==> src/rtl/param_bank_ctrl.sv <==
// param_bank_ctrl: double-buffered parameter RAM controller with frame-aligned bank swap
// and background resync of the shadow bank from the active bank.
module param_bank_ctrl #(
  parameter int PARAM_WIDTH = 36,
  parameter int ADDR_WIDTH  = 8
) (
  input  logic                   clk,
  input  logic                   rst,
  input  logic [ADDR_WIDTH-1:0]  spi_wr_addr,
  input  logic [PARAM_WIDTH-1:0] spi_wr_data,
  input  logic                   spi_wr_enable,
  input  logic                   spi_valid,
  input  logic                   spi_done,
  input  logic                   frame_tick,
  input  logic                   dsp_rd_en,
  input  logic [ADDR_WIDTH-1:0]  dsp_rd_addr,
  output logic [PARAM_WIDTH-1:0] dsp_rd_data,
  output logic                   dsp_rd_valid,
  output logic [ADDR_WIDTH:0]    mem_rd_addr,
  input  logic [PARAM_WIDTH-1:0] mem_rd_data,
  output logic [ADDR_WIDTH:0]    mem_wr_addr,
  output logic [PARAM_WIDTH-1:0] mem_wr_data,
  output logic                   mem_wr_en,
  input  logic                   clear_status,
  output logic                   active_bank,
  output logic                   busy,
  output logic                   overrun,
  output logic                   abort_err
);
  typedef enum logic [1:0] {IDLE, PENDING, COPY} state_t;
  state_t                state_q;
  logic                  active_q;
  logic                  dirty_q;
  logic [ADDR_WIDTH:0]   copy_ptr_q;
  logic [ADDR_WIDTH-1:0] wr_ptr_q;
  logic                  wr_pend_q;
  logic                  rd_valid_q;
  logic                  overrun_q;
  logic                  abort_q;
  logic                  copy_rd;
  logic                  spi_wr_ok;
  logic                  last_wr;
  logic                  abort_set;
  // Copy reads yield the shared read port to the DSP; the MSB of copy_ptr_q marks all reads issued.
  assign copy_rd     = (state_q == COPY) && !dsp_rd_en && !copy_ptr_q[ADDR_WIDTH];
  assign spi_wr_ok   = (state_q == IDLE) && spi_wr_enable;
  assign last_wr     = wr_pend_q && (wr_ptr_q == '1);
  assign abort_set   = (state_q == IDLE) && spi_done && dirty_q && !spi_valid;
  assign mem_rd_addr = {active_q, dsp_rd_en ? dsp_rd_addr : copy_ptr_q[ADDR_WIDTH-1:0]};
  assign mem_wr_en   = spi_wr_ok | wr_pend_q;
  assign mem_wr_addr = {~active_q, wr_pend_q ? wr_ptr_q : spi_wr_addr};
  assign mem_wr_data = wr_pend_q ? mem_rd_data : spi_wr_data;
  assign dsp_rd_data  = mem_rd_data;
  assign dsp_rd_valid = rd_valid_q;
  assign active_bank  = active_q;
  assign busy         = state_q != IDLE;
  assign overrun      = overrun_q;
  assign abort_err    = abort_q;
  always_ff @(posedge clk or posedge rst) begin
    if (rst) begin
      state_q    <= IDLE;
      active_q   <= 1'b0;
      dirty_q    <= 1'b0;
      copy_ptr_q <= '0;
      wr_ptr_q   <= '0;
      wr_pend_q  <= 1'b0;
      rd_valid_q <= 1'b0;
      overrun_q  <= 1'b0;
      abort_q    <= 1'b0;
    end else begin
      rd_valid_q <= dsp_rd_en;
      wr_pend_q  <= copy_rd;
      if (copy_rd) begin
        wr_ptr_q   <= copy_ptr_q[ADDR_WIDTH-1:0];
        copy_ptr_q <= copy_ptr_q + 1'b1;
      end
      overrun_q <= (spi_wr_enable && state_q != IDLE) | (overrun_q & ~clear_status);
      abort_q   <= abort_set | (abort_q & ~clear_status);
      case (state_q)
        IDLE: begin
          if (spi_wr_enable) dirty_q <= 1'b1;
          if (spi_done && dirty_q) begin
            state_q    <= spi_valid ? PENDING : COPY;
            copy_ptr_q <= '0;
          end
        end
        PENDING: if (frame_tick) begin
          active_q   <= ~active_q;
          copy_ptr_q <= '0;
          state_q    <= COPY;
        end
        COPY: if (last_wr) begin
          dirty_q <= 1'b0;
          state_q <= IDLE;
        end
        default: state_q <= IDLE;
      endcase
    end
  end
endmodule
==> config.mk <==
export PLATFORM = sky130hd
export DESIGN_NAME = param_bank_ctrl
export DESIGN_NICKNAME = d
export VERILOG_FILES = /design/src/rtl/param_bank_ctrl.sv
export SDC_FILE = /design/constraint.sdc
export NUM_CORES = 1
export LEC_CHECK = 0
export ABC_CLOCK_PERIOD_IN_PS = 2200
export CAP_MARGIN = 20
export CORE_MARGIN = 2
export CORE_UTILIZATION = 30
export DETAILED_ROUTE_END_ITERATION = 10
export PLACE_DENSITY = 0.79
export SLEW_MARGIN = 20
export SYNTH_ARGS = -nofsm -noshare
export SYNTH_HDL_FRONTEND = slang
export SYNTH_SLANG_ARGS = --single-unit
==> constraint.sdc <==
create_clock -name clk -period 2.2 [get_ports clk]
set_input_delay 0.33 -clock clk [delete_from_list [all_inputs] [get_ports clk]]
set_output_delay 0.33 -clock clk [all_outputs]
set_load 0.05 [all_outputs]
==> impl_metrics.toml <==
[run_status]
status = "complete, no violations"

[logic_synthesis]
synth_edf_count = 0
synth_top_area_cell = "dfrtp_1"
synth_nets = 307
syn_avg_cell_area_um2 = 9.43
ys_types = 32
syn_inst = 210
synth_common_cells = "mux2_2 (50), buf_4 (37), nand2_1 (27)"
synth-async-reset-ratio_pct = 100
ys_top_cells_by_area = "dfrtp_1 (32%), mux2_2 (28%), buf_4 (14%)"
synth_flop_cell = "dfrtp_1"
ys_ff_latch = 25
netlist_area_um2 = 1980
seq_area_frac_synth_pct = 31.6
synth_top_area_share_pct = 31.6
ys_warn_count = 0
synth_most_common_cell = "mux2_2"

[global_routing]
grt-busiest-layer = "met2"
grt_max_degree = 26
grt_pass1_vias = 1992
grt_pass1_wl_um = 10600
met1_usage_pct = 21.6
grt_overflow = 0
grt_use_met2_pct = 34.3
track_usage_pct = 17.9
gr-usage-met3_pct = 2.33
antenna_found_initial = 0

[die]
die_y_um = 85.2
dieArea_um2 = 7260
fp.dieW_um = 85.2
ios = 192
coreArea_um2 = 6350
initial_core_util_pct = 31.2
rows = 29

[finish]
diodes = 0
areaGrowthSynthToFinish_pct = 82.0
fin_util_pct = 56.7
layout-drive-gt1-share_pct = 42.1
nets = 466
fill_cells = 577

[clock_network]
clock_latency_ns = 0.27
h-tree-depth = 1
clkSinkCount = 25
cts_buffers = 3
cts.root.buffer_cell = "clkbuf_8"
cts.path.max_buffers = 2
post_cts_buffers = 0
cts_tree = "yes"
cts_resized = 0
postCtsHoldBufs = 0
clkTransAtPathRegs_ns = 0.09

[worst_setup_path]
critPathLaunch = "dsp_rd_en"
cp-end-kind = "flop"
reg2reg_from = "state_q[1]$_DFFE_PP0P_"
path_class = "in -> reg"
worst_setup_path_start_kind = "primary input"
critical_path_arrival_ns = 2.07
crit_fanout = 7
worstPathRequired_ns = 2.35

[routing]
vias = 2117
drt-pass1-iter-count = 4
drc_errors = 0
viasPerCell = 4.76
final_antenna_net_count = 0
drtIter0Drc = 54
routed_wl_um = 6890
routedWlPerCell_um = 15.5

[power]
p_total_w = 0.00329
leakage_nw = 1.64
p_per_area_nw_per_um2 = 912
ir_drop_mv = 0.493

[sta]
fin_crit_ns = 1.92
slew_headroom_pct = 52.3
worstMarginPinSlew_ns = 0.714
finalSetupViolations = 0
max_freq_mhz = 521
period_share_pct = 87.3
clock_skew_ns = 0.00513
rsz0062_at_grt = "no"
timing_hold_violations_final = 0
slew_viol_final = 0

[placed_design]
place.gp.congestion = 0.801
port_buffers = 191
dp_hpwl_um = 5800

[min_path]
hp-class = "in -> async"

[job]
cap_violations = 0
[through the flow]
stage	std cells	worst slack, ns	setup TNS [ns]	area (um2)	hold slack [ns]
after global routing	445	0.185	0	3600	0.546
after floorplan	210	0.203	0	1980	0.357
final	445	0.280	0	3600	0.476
after CTS	445	0.278	0	3600	0.500
after global placement	441	0.0849	0	3550	0.487
after detailed placement	441	-0.0156	-0.0156	3550	0.481
[logic make-up (layout without fill, tap and decap cells)]
logic type,after synthesis,in the layout,synth area share [%]
simple gates,50,50,12.3
flops,25,25,31.6
xor+xnor,2,2,0.885
buf+inv,56,214,17.8
fa+ha+maj,1,1,0.632
mux,51,51,29.0
compound gates,25,25,7.84
[layout by cell type, fill, tap and decap left out, types with 2 or more instances in the layout]
cell type,instances
nor2_1,3
o21ai_0,5
nand3_1,4
a21o_1,2
inv_1,10
mux2_2,50
clkdlybuf4s50_1,101
or4_1,2
buf_4,96
nand4_1,3
o21ai_1,2
and3_1,2
buf_12,3
nand2_1,27
o31ai_1,2
xnor2_1,2
or3_1,3
a21oi_1,8
dfrtp_1,24
clkbuf_8,3
nand2b_1,2
[state kept, by name, summed over array words and instances (netlist names)]
name and flops:
dsp_rd_valid 1, overrun 1, state_q 2, wr_ptr_q 8
copy_ptr_q 9, dirty_q 1, wr_pend_q 1, active_bank 1
abort_err 1
[area by class of cell]
class                      instances  area (um2)  share of cell area, %
inverter                          10        37.5                   1.04
clock buffer                       3        41.3                   1.15
multi-input combinational        129        1000                   27.8
clock inverter                     1        7.51                  0.208
timing repair buffer             200        1790                   49.7
tap                               77        96.3                   2.67
sequential                        25         627                   17.4
[power breakdown]
part	switching, W	internal [W]	leakage, nW
Combinational	0.00148	0.000890	1.29
Clock	0.000151	0.000128	0.0217
Sequential	0.0000933	0.000544	0.328
Total	0.00172	0.00156	1.64
[metal layers]
layer / up-vias / routed length [um] / share of wire, %
met4: 0 / 51 / 0.74
met3: 6 / 480 / 7.0
li1: 1020 / - / -
met2: 89 / 3700 / 54
met5: - / 0 / 0
met1: 1002 / 2660 / 39
[final timing paths]
check,slack (ns),depth (start not counted),to
worst max-delay path,0.28,6,copy_ptr_q[6]$_DFF_PP0_
worst min-delay path,0.48,2,wr_ptr_q[2]$_DFFE_PP0N_
worst max register to register,0.38,5,copy_ptr_q[6]$_DFF_PP0_
worst min register to register,0.50,2,wr_ptr_q[4]$_DFFE_PP0N_
max in group asynchronous,1.14,3,copy_ptr_q[7]$_DFF_PP0_
min in group clk,0.50,2,wr_ptr_q[4]$_DFFE_PP0N_
[worst max-delay path, stage by stage]
cell             delay (ns)
clkdlybuf4s50_1        0.43
or4b_1                 0.65
buf_4                  0.22
inv_1                  0.17
nand4_1                0.13
mux2i_1                0.14
Note: power is estimated with default switching activity, not from simulation.
